$ cat src/rtl/mont_redc.sv
// mont_redc: bit-serial Montgomery reduction, y = x * 2^(-WIDTH) mod Q.
// Takes a signed residue in -Q..Q and returns a canonical value in 0..Q-1,
// retiring one bit of the Montgomery exponent per clock.
module mont_redc #(
    parameter int Q_M   = 8,
    parameter int Q_K   = 13,
    parameter int WIDTH = 12
) (
    input  logic             clk,
    input  logic             rst,
    input  logic             in_valid,
    output logic             in_ready,
    input  logic [WIDTH:0]   in_data,
    output logic             out_valid,
    input  logic             out_ready,
    output logic [WIDTH-1:0] out_data
);

    localparam int Q  = Q_K * (2 ** Q_M) + 1;
    localparam int AW = WIDTH + 2;
    localparam int CW = $clog2(WIDTH + 1);

    // Q at accumulator width for the signed datapath, and at output width for the final fix-up
    localparam logic signed [AW-1:0] Q_ACC = AW'(Q);
    localparam logic [WIDTH-1:0]     Q_OUT = WIDTH'(Q);
    localparam logic [CW-1:0]        LAST  = CW'(WIDTH - 1);

    typedef enum logic [1:0] {IDLE, RUN, FIX, DONE} state_t;

    state_t                 state, state_next;
    logic signed [AW-1:0]   acc, acc_next, acc_sub;
    logic [CW-1:0]          cnt, cnt_next;
    logic [WIDTH-1:0]       data_next;
    logic                   valid_next;
    logic [WIDTH-1:0]       y;

    assign in_ready = (state == IDLE);

    // Next-state and datapath: halve acc modulo Q each RUN step, then fold into 0..Q-1
    always_comb begin
        state_next = state;
        acc_next   = acc;
        cnt_next   = cnt;
        data_next  = out_data;
        valid_next = out_valid;
        acc_sub    = acc[0] ? (acc - Q_ACC) : acc;
        y          = acc[WIDTH-1:0];
        if (acc < 0) begin
            y = acc[WIDTH-1:0] + Q_OUT;
        end else if (acc == Q_ACC) begin
            y = '0;
        end
        case (state)
            IDLE: begin
                if (in_valid) begin
                    acc_next   = {in_data[WIDTH], in_data};
                    cnt_next   = '0;
                    state_next = RUN;
                end
            end
            RUN: begin
                // Q is odd, so subtracting Q from an odd acc makes the shift exact
                acc_next = acc_sub >>> 1;
                cnt_next = cnt + 1'b1;
                if (cnt == LAST) begin
                    state_next = FIX;
                end
            end
            FIX: begin
                data_next  = y;
                valid_next = 1'b1;
                state_next = DONE;
            end
            DONE: begin
                if (out_ready) begin
                    valid_next = 1'b0;
                    state_next = IDLE;
                end
            end
            default: state_next = IDLE;
        endcase
    end

    // State and datapath registers; reset drops any operand in flight
    always_ff @(posedge clk) begin
        if (rst) begin
            state     <= IDLE;
            acc       <= '0;
            cnt       <= '0;
            out_data  <= '0;
            out_valid <= 1'b0;
        end else begin
            state     <= state_next;
            acc       <= acc_next;
            cnt       <= cnt_next;
            out_data  <= data_next;
            out_valid <= valid_next;
        end
    end

endmodule

$ cat config.mk
export PLATFORM = sky130hd
export DESIGN_NAME = mont_redc
export DESIGN_NICKNAME = d
export VERILOG_FILES = /design/src/rtl/mont_redc.sv
export SDC_FILE = /design/constraint.sdc
export NUM_CORES = 1
export LEC_CHECK = 0
export ABC_AREA = 1
export ABC_CLOCK_PERIOD_IN_PS = 1700
export BUFFER_PORTS_ARGS = -buffer_cell sky130_fd_sc_hd__clkbuf_2
export CORE_UTILIZATION = 40
export DETAILED_ROUTE_END_ITERATION = 12
export SLEW_MARGIN = 20
export SYNTH_ARGS = -nofsm -noshare
export SYNTH_HDL_FRONTEND = slang
export SYNTH_SLANG_ARGS = --single-unit
$ cat constraint.sdc
create_clock -name clk -period 1.7 [get_ports clk]
set_clock_uncertainty 0.1 [all_clocks]
set_input_delay 0.34 -clock clk [delete_from_list [all_inputs] [get_ports clk]]
set_output_delay 0.34 -clock clk [all_outputs]
set_load 0.01 [all_outputs]
### Word level (Yosys, flattened, before mapping)

Cells that the tools add are included.

* input port bits: 17
* register bits after elaboration: 33

* order comparisons: 1
* reduce and logical (&&, ||, !) cells: 6
* eq/ne operators: 8
* multiplexer cells: 13
* add/subtract/negate cells: 3

Operators with widths (number)
* two-way mux 14 bit: 2
* case mux 14 bit (2 select lines): 1
* two-way mux 12 bit: 2
* equality test 14 x 13 -> 1 bit, second input constant: 1
* < comparator 14 x 1 -> 1 bit, second input constant: 1
* subtractor 14 x 13 -> 14 bit, second input constant: 1
* adder 12 bit, second input constant: 1
* case mux 2 bit (4 select lines): 1
* case mux 4 bit (2 select lines): 1
* two-way mux 2 bit: 3
* != test 2 bit, second input constant: 3
* adder 4 x 1 -> 4 bit, second input constant: 1
* equality test 2 bit, second input constant: 2
* equality test 4 bit, second input constant: 1
* two-way mux 4 bit: 1
* AND reduction 2 bit: 2
* nonzero test 2 bit: 2
* AND reduction 3 bit: 1
* equality test 2 x 1 -> 1 bit, second input constant: 1
* zero test 2 bit: 1
* case mux 1 bit (2 select lines): 1
* two-way mux 1 bit: 1

### Depth between registers and ports, before layout

* word-level depth: 3
* gate-level depth with buffers: 11
* gate-level depth less buffers: 11

### Worst setup path after synthesis

No wires, ideal clock.

* kind: register -> register
* start point: reg state[0]
* end point: reg acc[5]
* required time: 1.478 ns
* cell stages (with the launch flop): 11
* arrival: 1.459 ns
* buffers on the path: 1
* path slack: 0.020 ns
* cell sequence: dfxtp_1 inv_1 ha_1 inv_1 nor2_1 inv_2 o21ai_4 inv_2 buf_2 o21ai_0 a21oi_1

* word-level cells in the longest chain between the ends: 3
* elaborated cells between the ends (all ways): 6

RTL lines
* start: declaration: line 30 `state_t state, state_next;`
* start signal: assignment: line 93 `state <= state_next;`
* zero test 2 bit (*)
* named net in_ready: line 12 `output logic in_ready,`
* != test 2 bit (no source line) or nonzero test 2 bit (tied branches)
* AND reduction 2 bit (no source line)
* end signal: assignment: line 94 `acc <= acc_next;`
* end: declaration: line 31 `logic signed [AW-1:0] acc, acc_next, acc_sub;`

The timed path passes the listed nets; every way through them passes the cells marked *.
A chain may end at the register's enable or synchronous reset.

### Worst setup path after layout

* start point: reg acc[1]
* end point: reg out_data[6]

* word-level cells in the longest chain between the ends: 3
* elaborated cells between the ends (all ways): 5

RTL lines
* parallel branches: the longest is 2 deep, another holds adder 12 bit
* two-way mux 12 bit (*): line 48 `if (acc < 0) begin`
* end signal: assignment: line 96 `out_data <= data_next;`
* end: declaration: line 16 `output logic [WIDTH-1:0] out_data`

Mark *: on every way between the ends.

==> results by stage <==
Timing:
- For the pin with the worst max-slew slack, the measured transition is between 0.4 and 0.5 ns.
- The setup slack after layout is 0.118 ns.
- Setup repair after global routing left no endpoint under its margin.
- The final hold violation count is 0.
- Derived from the worst setup path, the maximum achievable clock frequency is approximately 0.63 GHz.
- The share of the clock period used by the worst path is 93.0%.
- Measured against its own limit, the worst slew margin works out to between 60% and 70%.
- Setup total negative slack on the finished layout was measured at 0 ns.
- The worst path needs 1.58 ns of the cycle, external delays included.
- The final max-slew violation count is 0.
- The total of endpoints with negative setup slack in the final report is 0.

Logic synthesis:
- The synthesized design contains 0 enable-type register cells.
- After Yosys synthesis, and, or, nand and nor cells account for about 28% of the synthesized area.
- The average cell area after synthesis is 6.81 µm².
- The most used flip-flop cell after synthesis is dfxtp_1.
- The adder-cell area share of the yosys netlist is ~5.7%.
- The cell type with the highest aggregate area in the netlist is dfxtp_1.
- The number of nets handed over by synthesis was 315.
- After synthesis, the cell types taking the most area are dfxtp_1, nand2_1, a21oi_1.
- The mapped netlist covers between 0.0015 and 0.002 mm².
- Summing the areas of all compound-gate instances in the mapped netlist gives 24.2% of the synthesized area.
- The number of synthesized register bits is 32.
- The fraction of synthesis flops using an asynchronous set or reset pin is 0%.
- Of the post-synthesis cell area, the part taken by muxes is 0%.
- After synthesis, the netlist uses 37 different library cells.
- In the synthesized netlist, the number of instances is just under 300.
- The share of the synthesized netlist area taken by xor and xnor gates is less than 1%.
- The share of synthesized area in the top cell type comes to around 33%.
- The combinational family with the most area after synthesis is simple AND/OR/NAND/NOR gates.
- After synthesis, flip-flops and latches occupy between 30% and 40% of the total area.
- During synthesis, Yosys emitted a total of 0 warnings.

Cells and area:
- Counting the fill cells in the layout gives ~500.
- The antenna cell count is 0.
- Excluding fillers, the count of instances in the completed layout stands at roughly 400.
- The share of the core filled with cells is about 52%.
- Cells with a size suffix above 1 make up between 20% and 30% of the layout.
- Leaving out fill and tap cells, the most frequent cell in the layout is nand2_1.
- Relative to the synthesized area, the layout overhead comes to 24.8%.
- At the end of the flow, the number of nets in the layout was ~370.
- Leaving out fill and tap cells, the most frequent cells in the layout are nand2_1, a21oi_1, clkbuf_2.

GRT:
- The pin count of the biggest net entering global routing is 18.
- The wire length of the first global-routing pass is just under 9000 µm.
- For this run the aggregate overflow at the end of global routing stands at 0.
- Global routing used a little over a fifth of the available tracks.
- The initial antenna violation count is 0.
- The number of global-route vias before repair is roughly 1.9k.

Clock network:
- The H-tree was split into 2 levels.
- The number of clock sinks seen by CTS is 32.
- Clock-pin slew was measured on the worst setup and hold paths at 0.07 ns.
- Counting along the longest clock path gives a buffer depth of 2.
- The clock latency of the later-clocked register in the worst-skew pair is about 0.28 ns.
- The clock buffer count from CTS is 5.
- Hold repair after CTS inserted 0 buffers.
- The tree is rooted in a clkbuf_8.
- TritonCTS built the clock tree.

Setup path:
- The startpoint-to-endpoint class of the critical path is reg -> reg.
- For flop-to-flop paths, the worst setup slack is approximately 0.12 ns.
- At the worst endpoint, the arrival time is between 1.5 and 2 ns.
- The startpoint of the worst-slack reg-to-reg timing path is acc[1]$_SDFFE_PP0P_.
- The critical register-to-register path endpoint is out_data[6]$_SDFFE_PP0P_.
- The largest fanout on the critical path is 5.
- The worst setup path is launched from a flip-flop.
- The sort of element at the end of the critical path is a flip-flop.
- The data required time of the worst path is 1.77 ns.
- The launch point of the worst path is acc[1]$_SDFFE_PP0P_.
- The number of cells on the worst reg-to-reg path is 8.

Power and ir drop:
- Overall power consumption after layout is estimated at roughly 4.5 mW.
- The switching share of total power is a little under half.
- The power density over cell area is between 1500 and 2000 mW/mm².
- Combinational logic burns between 50% and 60% of the power.
- Per report_power, the clock group accounts for about an eighth of the total.
- In this run the power spent charging and discharging nets is between 2 and 2.5 mW.
- The sequential group share of total power is 27.8%.
- The leakage power total is 1.07 nW.
- The maximum vdd drop is around 1.1 mV.
- The cell internal power dissipation is between 2 and 2.5 mW.

Routing:
- The routed layout has roughly 2.0k vias.
- After detailed routing, the number of vias per cell comes to between 5 and 6.
- The count of antenna-violating nets left after detailed routing is 0.
- In the routed design, unresolved DRC markers number 0.
- The total routed wirelength is 5240 µm.
- The violation count after the first detailed-routing iteration is roughly 120.
- The number of search-and-repair iterations in the first detailed-routing pass is 4.
- In the final routed layout, each cell accounts on average for ~13 µm.

Run status:
- The flow ran to the end, and the final reports show no timing, DRC or antenna violations.

Hold path:
- The worst hold path was traced through 3 stages.
- In this run the worst hold path is classified as in -> reg.
- The worst hold path begins at in_data[3].
- The worst hold path terminates at acc[3]$_SDFFE_PP0P_.

Die:
- The placeable core area is 0.00472 mm².
- The floorplan step defined a die boundary enclosing between 0.005 and 0.006 mm².
- The count of standard-cell rows is 25.
- The number of ports placed on the die boundary is 31.
- The chip width is 72.1 µm.
- Once the floorplan was initialized, standard cells occupied between 40% and 50% of the core.
- In this run the vertical extent of the chip is ~70 µm.

Job:
- The max-capacitance violation count is 0.

Placement:
- The HPWL after detailed placement is 3850 µm.
- The worst slack at placement is around 0.046 ns.
- Port buffering added 30 buffers.
- The routability congestion estimate is between 0.8 and 0.9.
- The cell count after placement is a little under 400.
==> synth_stat cells, types with 2 or more instances <==
cell	number
xor2_1	2
nand3_2	2
nand2_1	69
nor2_1	21
o221ai_1	2
ha_1	9
nand4_1	3
a21oi_2	2
nor3_1	7
inv_2	6
buf_4	3
o211ai_1	6
o21ai_0	26
o21ai_1	5
dfxtp_1	32
o211ai_2	2
buf_2	6
nand3_1	14
a21oi_1	32
inv_1	23
==> layer usage <==
layer,up-vias,wire (µm),global-route usage [%]
li1,1071,-,-
met1,929,2480,26.7
met2,32,2490,35.8
met3,12,159,4.86
met4,0,112,8.93
met5,-,0,0
==> stage by stage <==
step           instance area (µm²)  hold WS [ns]
6_report                      2450         0.258
5_1_grt                       2450         0.263
4_1_cts                       2360         0.254
3_5_place_dp                  2280         0.354
3_3_place_gp                  2280         0.353
2_1_floorplan                 1970         0.309
==> logic make-up after synthesis <==
kind of cell,count (synthesis)
XOR/XNOR,2
buffers and inverters,42
AND/OR/NAND/NOR,123
adder cells (fa/ha/maj),9
flip-flops,32
AO/OA/AOI/OAI,81
==> repair_timing <==
action	4_1_cts	5_1_grt
endpoints found under the setup margin	0	23
resized for setup	0	24
setup buffers	0	5
==> registers in the layout, indices dropped and copies added, names as in the netlist <==
name,count
acc,13
out_valid,1
state,2
out_data,12
cnt,4
==> worst max-delay path: stages, from the launching register on <==
cell and delay (ns):
dfxtp_2 0.38, ha_1 0.18, nand3_1 0.13, nor3_1 0.22, nand2_1 0.10, a21oi_1 0.12
o21ai_0 0.09, o211ai_1 0.09, inv_1 0.06
==> power by group through the flow <==
stage | Sequential, mW | Clock (mW) | Combinational [mW]
3_5_place_dp | 1.25 | 0 | 2.43
2_1_floorplan | 1.29 | 0 | 1.63
4_1_cts | 1.24 | 0.575 | 2.45
6_report | 1.26 | 0.554 | 2.71
3_3_place_gp | 1.25 | 0 | 2.42
5_1_grt | 1.29 | 0.618 | 3.05
==> how the worst max path moves through the flow <==
stage | endpoint | slack (ns) | cells after the start
3_3_place_gp | acc[12]$_SDFFE_PP0P_ | 0.06 | 10
2_1_floorplan | acc[5]$_SDFFE_PP0P_ | 0.02 | 10
5_1_grt | acc[5]$_SDFFE_PP0P_ | 0.01 | 8
3_5_place_dp | acc[12]$_SDFFE_PP0P_ | 0.05 | 10
6_report | out_data[6]$_SDFFE_PP0P_ | 0.12 | 8
4_1_cts | in_ready | 0.02 | 4
==> area by class of cell <==
cell class | count | area, µm² | area share, %
Timing Repair Buffer | 54 | 338 | 13.8
Sequential cell | 32 | 647 | 26.4
Clock buffer | 6 | 72.6 | 2.96
Tap cell | 67 | 83.8 | 3.41
Clock inverter | 1 | 5.00 | 0.204
Inverter | 31 | 124 | 5.05
Multi-Input combinational cell | 215 | 1180 | 48.3
No activity file was read; power rests on OpenSTA's default activity.
